$ cat config.mk
export PLATFORM = sky130hd
export DESIGN_NAME = instr_issue_queue_flat
export DESIGN_NICKNAME = d
export VERILOG_FILES = /design/src/rtl/instr_issue_queue_pkg.sv /design/src/rtl/instr_issue_queue_if.sv /design/src/rtl/instr_issue_queue_fifo.sv /design/src/rtl/instr_issue_queue.sv /design/src/flat_wrapper.sv
export SDC_FILE = /design/constraint.sdc
export NUM_CORES = 1
export LEC_CHECK = 0
export ABC_AREA = 0
export ABC_CLOCK_PERIOD_IN_PS = 6550
export BUFFER_PORTS_ARGS = -buffer_cell sky130_fd_sc_hd__buf_2
export CAP_MARGIN = 20
export CORE_UTILIZATION = 61
export CTS_BUF_LIST = sky130_fd_sc_hd__clkbuf_4
export CTS_CLUSTER_DIAMETER = 60
export DETAILED_ROUTE_END_ITERATION = 8
export HOLD_SLACK_MARGIN = 0.12
export PLACE_DENSITY = 0.86
export RECOVER_POWER = 100
export SLEW_MARGIN = 20
export SYNTH_ARGS = -nofsm -noshare
export SYNTH_HDL_FRONTEND = slang
export SYNTH_HIERARCHICAL = 1
export SYNTH_SLANG_ARGS = --single-unit
$ cat constraint.sdc
create_clock -name clk -period 6.55 [get_ports clk]
set_clock_uncertainty 0.15 [all_clocks]
set_input_delay 1.965 -clock clk [delete_from_list [all_inputs] [get_ports clk]]
set_output_delay 1.965 -clock clk [all_outputs]
set_load 0.05 [all_outputs]
$ cat src/rtl/instr_issue_queue_pkg.sv
// Shared definitions for the coprocessor instruction path: opcodes,
// the legal-opcode test and the issuer FSM state encoding.
package cop_pkg;

    typedef enum logic [3:0] {
        OP_READ  = 4'd1,
        OP_WRITE = 4'd2,
        OP_SUM   = 4'd3,
        OP_DIFF  = 4'd4,
        OP_PROD  = 4'd5,
        OP_SCALE = 4'd6,
        OP_TRANS = 4'd7,
        OP_TRACE = 4'd8,
        OP_DET2  = 4'd9,
        OP_DET3  = 4'd10,
        OP_DET4  = 4'd11,
        OP_DET5  = 4'd12
    } opcode_t;

    typedef enum logic [1:0] {
        ST_IDLE  = 2'd0,
        ST_ISSUE = 2'd1,
        ST_WAIT  = 2'd2
    } state_t;

    // Opcodes 0 and 13..15 have no meaning to the coprocessor.
    function automatic logic is_legal_op(input logic [3:0] op);
        return (op >= OP_READ) && (op <= OP_DET5);
    endfunction

endpackage

$ cat src/rtl/instr_issue_queue_if.sv
// Bus bundle between the host bridge, the issue queue and the coprocessor.
// Handshake: a host word transfers on a rising edge where host_valid and
// host_ready are both high; host_ready depends only on registered state,
// and the host keeps host_instr/host_valid stable until it sees ready.
// activate_instruction and cop_done are single-cycle pulses with no
// back-pressure; cop_data is meaningful only while cop_done is high.
interface instr_issue_queue_if;
    logic [31:0] host_instr;
    logic        host_valid;
    logic        host_ready;
    logic [31:0] instruction;
    logic        activate_instruction;
    logic        cop_done;
    logic [15:0] cop_data;
    logic [15:0] result;
    logic        result_valid;
    logic        result_ack;

    // Environment side: host bridge plus coprocessor.
    modport master (
        output host_instr, host_valid, cop_done, cop_data, result_ack,
        input  host_ready, instruction, activate_instruction, result, result_valid
    );

    // Issue queue side.
    modport slave (
        input  host_instr, host_valid, cop_done, cop_data, result_ack,
        output host_ready, instruction, activate_instruction, result, result_valid
    );
endinterface

$ cat src/rtl/instr_issue_queue_fifo.sv
// Synchronous FIFO with a combinational head (no read latency).
// Push when full and pop when empty are ignored.
module sync_fifo #(
    parameter int WIDTH = 32,
    parameter int DEPTH = 8
) (
    input  logic                     clk,
    input  logic                     rst,
    input  logic                     push,
    input  logic                     pop,
    input  logic [WIDTH-1:0]         din,
    output logic [WIDTH-1:0]         dout,
    output logic                     full,
    output logic                     empty,
    output logic [$clog2(DEPTH):0]   count
);
    localparam int AW = $clog2(DEPTH);
    localparam int CW = AW + 1;

    logic [WIDTH-1:0] mem [DEPTH];
    logic [AW-1:0]    wr_ptr;
    logic [AW-1:0]    rd_ptr;
    logic             push_ok;
    logic             pop_ok;

    assign full    = (count == CW'(DEPTH));
    assign empty   = (count == '0);
    assign push_ok = push && !full;
    assign pop_ok  = pop && !empty;
    assign dout    = mem[rd_ptr];

    // Storage write; contents need no reset since count gates visibility.
    always_ff @(posedge clk) begin
        if (push_ok) begin
            mem[wr_ptr] <= din;
        end
    end

    // Pointers wrap naturally because DEPTH is a power of two.
    always_ff @(posedge clk) begin
        if (rst) begin
            wr_ptr <= '0;
            rd_ptr <= '0;
            count  <= '0;
        end else begin
            if (push_ok) wr_ptr <= wr_ptr + AW'(1);
            if (pop_ok)  rd_ptr <= rd_ptr + AW'(1);
            case ({push_ok, pop_ok})
                2'b10:   count <= count + CW'(1);
                2'b01:   count <= count - CW'(1);
                default: count <= count;
            endcase
        end
    end
endmodule

$ cat src/rtl/instr_issue_queue.sv
// Buffers host instructions and issues them one at a time to the matrix
// coprocessor, waiting for each completion before the next issue.
module instr_issue_queue
    import cop_pkg::*;
#(
    parameter int DEPTH   = 8,
    parameter int TIMEOUT = 4096
) (
    input  logic                    clk,
    input  logic                    rst,
    instr_issue_queue_if.slave      bus,
    input  logic                    err_clr,
    output logic                    busy,
    output logic [$clog2(DEPTH):0]  count,
    output logic                    err_opcode,
    output logic                    err_timeout,
    output state_t                  fsm_state
);
    localparam int TW = $clog2(TIMEOUT);

    state_t          state;
    state_t          state_next;
    logic [31:0]     head;
    logic            full;
    logic            empty;
    logic            pop;
    logic            load;
    logic            opc_bad;
    logic            done_hit;
    logic            timeout_hit;
    logic [3:0]      opc_r;
    logic [TW-1:0]   timer;

    sync_fifo #(.WIDTH(32), .DEPTH(DEPTH)) u_fifo (
        .clk   (clk),
        .rst   (rst),
        .push  (bus.host_valid),
        .pop   (pop),
        .din   (bus.host_instr),
        .dout  (head),
        .full  (full),
        .empty (empty),
        .count (count)
    );

    // Ready comes from registered occupancy only, so a same-cycle pop
    // never opens a slot for the host.
    assign bus.host_ready = !full;
    assign busy           = (state != ST_IDLE) || !empty;
    assign fsm_state      = state;

    // FSM state register.
    always_ff @(posedge clk) begin
        if (rst) state <= ST_IDLE;
        else     state <= state_next;
    end

    // Next-state and pop decision; illegal heads are dropped in IDLE.
    always_comb begin
        state_next  = state;
        pop         = 1'b0;
        load        = 1'b0;
        opc_bad     = 1'b0;
        done_hit    = 1'b0;
        timeout_hit = 1'b0;
        case (state)
            ST_IDLE: begin
                if (!empty) begin
                    pop = 1'b1;
                    if (is_legal_op(head[3:0])) begin
                        load       = 1'b1;
                        state_next = ST_ISSUE;
                    end else begin
                        opc_bad = 1'b1;
                    end
                end
            end
            ST_ISSUE: state_next = ST_WAIT;
            ST_WAIT: begin
                if (bus.cop_done) begin
                    done_hit   = 1'b1;
                    state_next = ST_IDLE;
                end else if (timer == TW'(TIMEOUT - 1)) begin
                    timeout_hit = 1'b1;
                    state_next  = ST_IDLE;
                end
            end
            default: state_next = ST_IDLE;
        endcase
    end

    // Issue registers: the pulse is registered out of ISSUE, so it is
    // high during the first WAIT cycle and the timer starts from zero then.
    always_ff @(posedge clk) begin
        if (rst) begin
            bus.instruction          <= '0;
            bus.activate_instruction <= 1'b0;
            opc_r                    <= '0;
            timer                    <= '0;
        end else begin
            bus.activate_instruction <= (state == ST_ISSUE);
            if (load) begin
                bus.instruction <= head;
                opc_r           <= head[3:0];
            end
            if (state == ST_ISSUE)     timer <= '0;
            else if (state == ST_WAIT) timer <= timer + TW'(1);
        end
    end

    // READ data capture; a completion beats a coincident acknowledge.
    always_ff @(posedge clk) begin
        if (rst) begin
            bus.result       <= '0;
            bus.result_valid <= 1'b0;
        end else if (done_hit && (opc_r == OP_READ)) begin
            bus.result       <= bus.cop_data;
            bus.result_valid <= 1'b1;
        end else if (bus.result_ack) begin
            bus.result_valid <= 1'b0;
        end
    end

    // Sticky error flags; a new error beats a coincident clear.
    always_ff @(posedge clk) begin
        if (rst) begin
            err_opcode  <= 1'b0;
            err_timeout <= 1'b0;
        end else begin
            if (opc_bad)      err_opcode <= 1'b1;
            else if (err_clr) err_opcode <= 1'b0;
            if (timeout_hit)  err_timeout <= 1'b1;
            else if (err_clr) err_timeout <= 1'b0;
        end
    end
endmodule

$ cat src/flat_wrapper.sv
// flat-port wrapper written by rule: the top's interface ports become plain ports
module instr_issue_queue_flat import cop_pkg::*;
#(
    parameter int DEPTH   = 8,
    parameter int TIMEOUT = 4096
)
  (clk, rst, err_clr, busy, count, err_opcode, err_timeout, fsm_state, bus_host_instr, bus_host_valid, bus_cop_done, bus_cop_data, bus_result_ack, bus_host_ready, bus_instruction, bus_activate_instruction, bus_result, bus_result_valid);
  instr_issue_queue_if bus_i ();
  input  logic clk;
  input  logic rst;
  input  logic err_clr;
  output logic busy;
  output logic [$clog2(DEPTH):0] count;
  output logic err_opcode;
  output logic err_timeout;
  output state_t fsm_state;
  input wire logic [$bits(bus_i.host_instr)-1:0] bus_host_instr;
  input wire logic [$bits(bus_i.host_valid)-1:0] bus_host_valid;
  input wire logic [$bits(bus_i.cop_done)-1:0] bus_cop_done;
  input wire logic [$bits(bus_i.cop_data)-1:0] bus_cop_data;
  input wire logic [$bits(bus_i.result_ack)-1:0] bus_result_ack;
  output wire logic [$bits(bus_i.host_ready)-1:0] bus_host_ready;
  output wire logic [$bits(bus_i.instruction)-1:0] bus_instruction;
  output wire logic [$bits(bus_i.activate_instruction)-1:0] bus_activate_instruction;
  output wire logic [$bits(bus_i.result)-1:0] bus_result;
  output wire logic [$bits(bus_i.result_valid)-1:0] bus_result_valid;
  assign bus_i.host_instr = bus_host_instr;
  assign bus_i.host_valid = bus_host_valid;
  assign bus_i.cop_done = bus_cop_done;
  assign bus_i.cop_data = bus_cop_data;
  assign bus_i.result_ack = bus_result_ack;
  assign bus_host_ready = bus_i.host_ready;
  assign bus_instruction = bus_i.instruction;
  assign bus_activate_instruction = bus_i.activate_instruction;
  assign bus_result = bus_i.result;
  assign bus_result_valid = bus_i.result_valid;
  instr_issue_queue #(.DEPTH(DEPTH), .TIMEOUT(TIMEOUT)) u_core (.clk(clk), .rst(rst), .bus(bus_i), .err_clr(err_clr), .busy(busy), .count(count), .err_opcode(err_opcode), .err_timeout(err_timeout), .fsm_state(fsm_state));
endmodule
# Yosys cells after proc, flatten, opt, wreduce, memory -nomap -nowiden
# Memories as Yosys holds them, arrays and structs flattened. A register that Yosys moved wholly into a read port is not among the register bits.
# Cells that the tools add are included.
[word_totals]
register_bits = 80
mem_bits_rw = 256
elab_cells = 74
mem_count = 1
[op_classes]
n_addsub = 5
magnitude_cmp = 2
eq_ne = 10
n_mux = 28
n_reduce_logical = 16
[mem_list]
columns = ["memory", "words", "width", "read_ports", "rd_clocked_by_memory_dff", "wr", "line_no", "text"]
rows = [
  ["u_core.u_fifo.mem", 8, 32, 1, 1, 1, "instr_issue_queue_fifo.sv:20", "logic [WIDTH-1:0] mem [DEPTH];"],
]
[ops]
columns = ["operator", "n"]
rows = [
  ["two-way mux 1 bit", 20],
  ["adder 12 x 1 -> 12 bit, second input constant", 1],
  ["equality test 12 bit, second input constant", 1],
  ["nonzero test 2 bit", 5],
  ["two-way mux 2 bit", 4],
  ["one-hot mux 4 bit (2 select lines)", 1],
  ["adder 3 x 1 -> 3 bit, second input constant", 2],
  ["two-way mux 3 bit", 2],
  ["one-hot mux 2 bit (3 select lines)", 1],
  ["adder 4 x 1 -> 4 bit, second input constant", 1],
  ["equality test 2 x 1 -> 1 bit, second input constant", 2],
  ["equality test 2 bit, second input constant", 2],
  ["equality test 4 x 1 -> 1 bit, second input constant", 1],
  ["equality test 4 bit, second input constant", 1],
  [">= comparator 4 x 1 -> 1 bit, second input constant", 1],
  ["<= comparator 4 bit, second input constant", 1],
  ["logical AND 1 bit", 4],
  ["zero test 4 bit", 1],
  ["subtractor 4 x 1 -> 4 bit, second input constant", 1],
  ["inequality test 3 x 2 -> 1 bit, second input constant", 1],
  ["AND reduction 3 bit", 1],
  ["zero test 1 bit", 2],
  ["zero test 2 bit", 1],
  ["inequality test 2 x 1 -> 1 bit, second input constant", 1],
  ["3 further kinds", 3],
]

# Logic depth before layout (Yosys ltp)
# Gate-level depths: netlist (run 1).
[logic_depth]
ltp_word = 6
depth_mapped = 11

# Cells and area by module
# The synthesis (run 1) kept the hierarchy.
[modules_own_cells]
columns = ["module", "instances", "cells_each", "area_per_inst_um2", "seq_area_each_um2"]
rows = [
  ["sync_fifo", 1, 445, 10435.0, 7947.6],
  ["instr_issue_queue", 1, 308, 2527.4, 1321.3],
]

# Worst setup path before layout (run 1)
# Ideal clock, no wire load.
[synth_timing]
path_type = "input-to-reg"
startpoint = "input port bus_host_valid"
endpoint = "memory u_core.u_fifo.mem[0][0] (enable)"
setup_time_ns = 0.461
arrival_ns = 4.593
t_required_ns = 5.939
path_slack_ns = 1.346
cell_stages = 3
n_path_buf = 0
cell_sequence = "nand2_1 or2_2 nor3_1"
[synth_via]
elab_chain_cells = 3
[synth_lines]
columns = ["element", "line_no", "text"]
rows = [
  ["start, declared", "flat_wrapper.sv:18", "input wire logic [$bits(bus_i.host_valid)-1:0] bus_host_valid;"],
  ["logical AND 1 bit", "instr_issue_queue_fifo.sv:28", "assign push_ok = push && !full;"],
  ["two-way mux 1 bit", "instr_issue_queue_fifo.sv:34", "if (push_ok) begin"],
  ["two-way mux 1 bit (implied by the code)", "instr_issue_queue_fifo.sv:35", "mem[wr_ptr] <= din;"],
  ["end, declared", "instr_issue_queue_fifo.sv:20", ""],
]
# Every way passes these cells.

# Worst setup path in the final report (run 1)
[layout_timing]
startpoint = "input port bus_host_valid"
endpoint = "memory u_core.u_fifo.mem[2][7] (enable)"
# Same word-level chain as after synthesis.

==> results of run 1 <==
sequential cells by signal (all words and copies together), names as in the netlist, named ones only:
| name | cells |
|---|---|
| u_core/bus.activate_instruction | 1 |
| u_core/bus.instruction | 32 |
| u_core/bus.result | 16 |
| u_core/bus.result_valid | 1 |
| u_core/err_opcode | 1 |
| u_core/err_timeout | 1 |
| u_core/fsm_state | 2 |
| u_core/timer | 12 |
| u_core/u_fifo/count | 4 |
| u_core/u_fifo/mem | 256 |
| u_core/u_fifo/rd_ptr | 3 |
| u_core/u_fifo/wr_ptr | 3 |
per-layer routing:
layer | track usage | part of all wire | up-vias
met5 | 0 | 0.00049 | -
met2 | 0.436 | 0.53 | 338
met3 | 0.0577 | 0.071 | 50
met4 | 0.113 | 0.022 | 2
li1 | - | - | 3295
met1 | 0.290 | 0.38 | 3556
area by class of cell:
| class | count | area, µm² | share of cell area |
|---|---|---|---|
| multi-input cells | 373 | 3390 | 0.233 |
| repair buffers | 124 | 505 | 0.0347 |
| clock buffers | 124 | 931 | 0.0639 |
| well taps | 270 | 338 | 0.0232 |
| diodes | 1 | 2.50 | 0.000172 |
| flip-flops and latches | 335 | 9270 | 0.637 |
| clock inverters | 21 | 105 | 0.00722 |
| inverters | 3 | 11.3 | 0.000773 |
cells in the mapped netlist, types with 3 or more instances:
cell type,number
edfxtp_1,256
nand2_1,111
dfxtp_1,79
a21oi_1,57
mux4_2,37
nor2_1,33
mux4_1,27
mux2_2,18
mux2_4,15
clkbuf_1,14
xor2_1,12
buf_6,10
buf_2,7
buf_4,6
ha_1,6
nand3_1,6
nand2b_1,5
nor2b_1,5
mux2i_1,4
nand4_1,4
o21ai_0,4
buf_1,3
inv_1,3
nor3_1,3
final timing paths:
check / endpoint / slack, ns / from / cells after the start
max reg2reg: u_core/bus.instruction[26]$_SDFFE_PP0P_ / 1.65 / register / 6
min: u_core/bus.instruction[19]$_SDFFE_PP0P_ / 0.30 / u_core/bus.instruction[19]$_SDFFE_PP0P_ / 2
min reg2reg: u_core/bus.instruction[19]$_SDFFE_PP0P_ / 0.30 / u_core/bus.instruction[19]$_SDFFE_PP0P_ / 2
max: u_core/u_fifo/mem[2][7]$_DFFE_PP_ / 1.62 / bus_host_valid / 5
stage by stage:
step,hold WS [ns],instance area (µm²),util
finish,0.303,14600,0.708
global route,0.330,14600,0.708
CTS,0.305,14700,0.717
detailed placement,0.296,13700,0.667
global placement,0.290,13700,0.667
floorplan,0.307,13000,-
cells by family after synthesis:
kind of cell / synth area share
xor gates and xnor gates: 0.00878
and+or+nand+nor: 0.0647
buffers and inverters: 0.0226
muxes: 0.155
DFF: 0.715
adders and majority gates: 0.00579
AOI/OAI and AO/OA: 0.0280
worst min-delay path, delay by kind of cell (launching register included):
kind / cells / cell delay [ns]
flip-flops: 1 / 0.31
AND/OR/NAND/NOR: 1 / 0.05
AO/OA/AOI/OAI: 1 / 0.05
report_power, final:
group | internal [mW] | switching (mW)
clock network | 0.900 | 0.780
logic | 0.404 | 1.03
registers | 2.49 | 0.145
total | 3.79 | 1.96
==> results.cfg, run 1 <==
[outcome]
status = finished, violations left
violations = max-capacitance violations, max-slew violations

[power]
fin_total_pwr_mw = 5.75
powerDensity_nw_per_um2 = 395
peakVddDrop_uv = 203
leakage_nw = 4.84

[routing]
drt_drc_violations_left = 0
drt-wirelength-per-cell_um = 21.2
vias = 7241
drtPass1Iterations = 5
drtIter0Drc = 582
ant_nets = 0
drt_wl_total_um = 26500
vias_per_cell = 5.79

[synth]
yosysSeqAreaShare = 0.715
synthFlopType = edfxtp_1
synthCells = 753
async_flop_share = 0
yosys.area.top_type = edfxtp_1
avgSynthCellArea_um2 = 17.2
synth_seq_cells = 335
syn-num-nets = 813
yosysTopAreaCellShare = 0.593
yosysUniqueCellTypes = 48
synth_edf_count = 256
ys_warn_count = 6
synthTopCellsByArea = edfxtp_1, dfxtp_1, mux4_2
syn-cell-area_um2 = 13000

[critical_path]
crit_fanout = 20
cp_cell_sequence = clkbuf_1, nand2_1, or2_0, nor2_1, clkbuf_1
crit_top_cell = clkbuf_1
crit_arrival_ns = 5.05
required_ns = 6.66
crit_buf_inv = 2
crit_type = input pin to register
cp_slowest_stage_delay_ns = 1.55
crit_path_end_kind = register
start_kind = input pin
cp_top_family = simple AND/OR/NAND/NOR gates
cp_slowest_cell = nor2_1

[cells_and_area]
area_growth_pct = 12.3
fill_cells = 1337
drive_gt1_frac = 0.230
layout_commonest_cell = edfxtp_1
final_cell_mix = edfxtp_1, clkbuf_4, nand2_1, clkbuf_1, dfxtp_1
layout.nets = 977
fin_cells = 1251

[hold_path]
hold_class = register to register

[floorplanning]
dieArea_um2 = 21800
die-width_um = 148
chipHeight_um = 148
num_rows = 52
initial_utilization = 0.630
core_area_um2 = 20600
ios = 114

[sta]
fin_setup_tns_ns = 0
final.setup.worst_slack_ns = 1.62
timing.final.crit_share = 0.753
max_slew.worst_pin.slew_ns = 3.19
fmaxAchievable_ghz = 0.203
hold_viol_final = 0
report.final.slew_viol_count = 348
relSlewSlack = -1.13
setup_violations = 0
rsz0062_at_grt = false
period_needed_ns = 4.93

[clocking]
cts_setup_buffers = 0
cts_resized = 0
path_clk_slew_ns = 0.06
cts_hold_buf = 0
cts_max_level = 3
tritoncts = yes
clock_latency_ns = 0.69
clock_sink_count = 335
cts-buffers-inserted = 80
clockBufferDepth = 3
root_buffer = clkbuf_4

[grt]
overflow = 0
antenna_found_initial = 2
grt_pass1_wl_um = 40000
grt_max_degree = 40
grt_usage = 0.248
grt_pass1_vias = 7620

[placement]
place_inst = 1102
post-dp-hpwl_um = 14800
post-place-ws_ns = 2.46
gp_congestion = 0.744
io_buffers = 113

[job]
drv_cap = 11
Note: power is estimated with default switching activity, not from simulation.
==> inputs of run 2 (changes only) <==
- ABC_CLOCK_PERIOD_IN_PS: 6550 -> 4850
- clock period: 6.55 -> 4.85 ns (I/O delays scaled with it)
==> results.cfg, run 2 (same netlist as run 1, synthesis figures left out) <==
[critical_path]
crit_fanout = 23
start_kind = input pin
cp_slowest_cell = nor2_1
cp_cell_sequence = clkbuf_1, nand2_1, or2_0, nor2_1, buf_4
cp_slowest_stage_delay_ns = 1.84
required_ns = 5.07
crit_type = input pin to register
crit_arrival_ns = 4.40
crit_path_end_kind = register

[grt]
antenna_found_initial = 1
overflow = 0
grt_pass1_vias = 7355
grt_max_degree = 43
grt_usage = 0.242
grt_pass1_wl_um = 39100

[routing]
drt_drc_violations_left = 0
vias_per_cell = 5.78
wl_met2_um = 13600
drt-wirelength-per-cell_um = 20.4
highest_layer = met4
vias = 7303
dr_wl_met3_um = 1820
drtPass1Iterations = 5
drtIter0Drc = 623
wl_met1_um = 9950
ant_nets = 0
drt_wl_total_um = 25800

[floorplanning]
core_area_um2 = 20600
ios = 114
die-width_um = 148
chipHeight_um = 148
initial_utilization = 0.630
dieArea_um2 = 21800
num_rows = 52

[sta]
max_slew.worst_pin.slew_ns = 3.02
rsz0062_at_grt = false
setup_violations = 0
fmaxAchievable_ghz = 0.240
timing.final.crit_share = 0.861
relSlewSlack = -1.02
whs_ns = 0.302
period_needed_ns = 4.17
final.setup.worst_slack_ns = 0.676
report.final.slew_viol_count = 272
fin_setup_tns_ns = 0
hold_viol_final = 0

[placement]
post-dp-hpwl_um = 15400
gp_congestion = 0.750
post-place-ws_ns = 1.26
io_buffers = 113

[cells_and_area]
final_cell_mix = edfxtp_1, clkbuf_4, nand2_1, clkbuf_1, dfxtp_1
drive_gt1_frac = 0.250
fill_cells = 1291
multi_input_area_um2 = 3390
largestRegisters = u_core/u_fifo/mem: 256 flops, u_core/bus.instruction: 32 flops, u_core/bus.result: 16 flops
layout_commonest_cell = edfxtp_1
largest_reg_flops = 256
layout.nets = 984
area_growth_pct = 13.3
largest-register = u_core/u_fifo/mem
ff_latch_area_um2 = 9270

[clocking]
cts_hold_buf = 0
clock_sink_count = 335
cts_resized = 0
cts_setup_buffers = 0
cts-buffers-inserted = 82
clockBufferDepth = 3
clock_latency_ns = 0.70
root_buffer = clkbuf_4
tritoncts = yes
cts_max_level = 3
path_clk_slew_ns = 0.06

[job]
drv_cap = 10

[hold_path]
hold_class = register to register

[power]
leakage_nw = 4.94
peakVddDrop_uv = 313
fin_total_pwr_mw = 7.91
powerDensity_nw_per_um2 = 539

[outcome]
violations = max-capacitance violations, max-slew violations
status = finished, violations left
run 2: cell count changes in the layout (fill, tap and decap cells not counted), sizes merged:
| cell | change |
|---|---|
| clkbuf | +13 |
| clkinv | -9 |
| bufinv | +1 |
| buf | +5 |
| inv | +2 |
run 2: worst max-delay path, delay by kind of cell:
| family | cells | cell delay, ns |
|---|---|---|
| buf+inv | 2 | 0.59 |
| simple gates | 3 | 2.34 |
run 2: metal layers:
metal / track usage / vias to the layer above
li1: - / 3312
met4: 0.0954 / 0
met5: 0 / -
met1: 0.294 / 3667
met3: 0.0602 / 32
met2: 0.419 / 292
run 2: path summary, 6_finish.rpt:
path	start	slack, ns	endpoint	cells after the start
worst max-delay path	bus_host_valid	0.68	u_core/u_fifo/mem[6][20]$_DFFE_PP_	5
worst min-delay path	u_core/bus.instruction[17]$_SDFFE_PP0P_	0.30	u_core/bus.instruction[17]$_SDFFE_PP0P_	2
worst max register to register	register	0.72	u_core/bus.instruction[9]$_SDFFE_PP0P_	6
worst min register to register	u_core/bus.instruction[17]$_SDFFE_PP0P_	0.30	u_core/bus.instruction[17]$_SDFFE_PP0P_	2
run 2: final cells by class:
type | instances | share of cell area
timing repair buffer | 129 | 0.0370
inverter | 3 | 0.000767
clock buffer | 137 | 0.0700
sequential | 335 | 0.631
tap | 270 | 0.0230
clock inverter | 15 | 0.00741
multi-input combinational | 373 | 0.230
antenna | 1 | 0.000170
run 2: through the flow:
step           cell area (µm²)  utilization  cells
3_3_place_gp             13800        0.669   1109
2_1_floorplan            13000            -    753
5_1_grt                  14700        0.715   1263
4_1_cts                  14900        0.725   1261
6_report                 14700        0.715   1263
3_5_place_dp             13800        0.669   1109
run 2: report_power, final:
group,internal [mW],switching (mW),leakage (nW)
combinational,0.540,1.40,1.28
clock,1.38,1.05,0.690
sequential,3.36,0.186,2.97
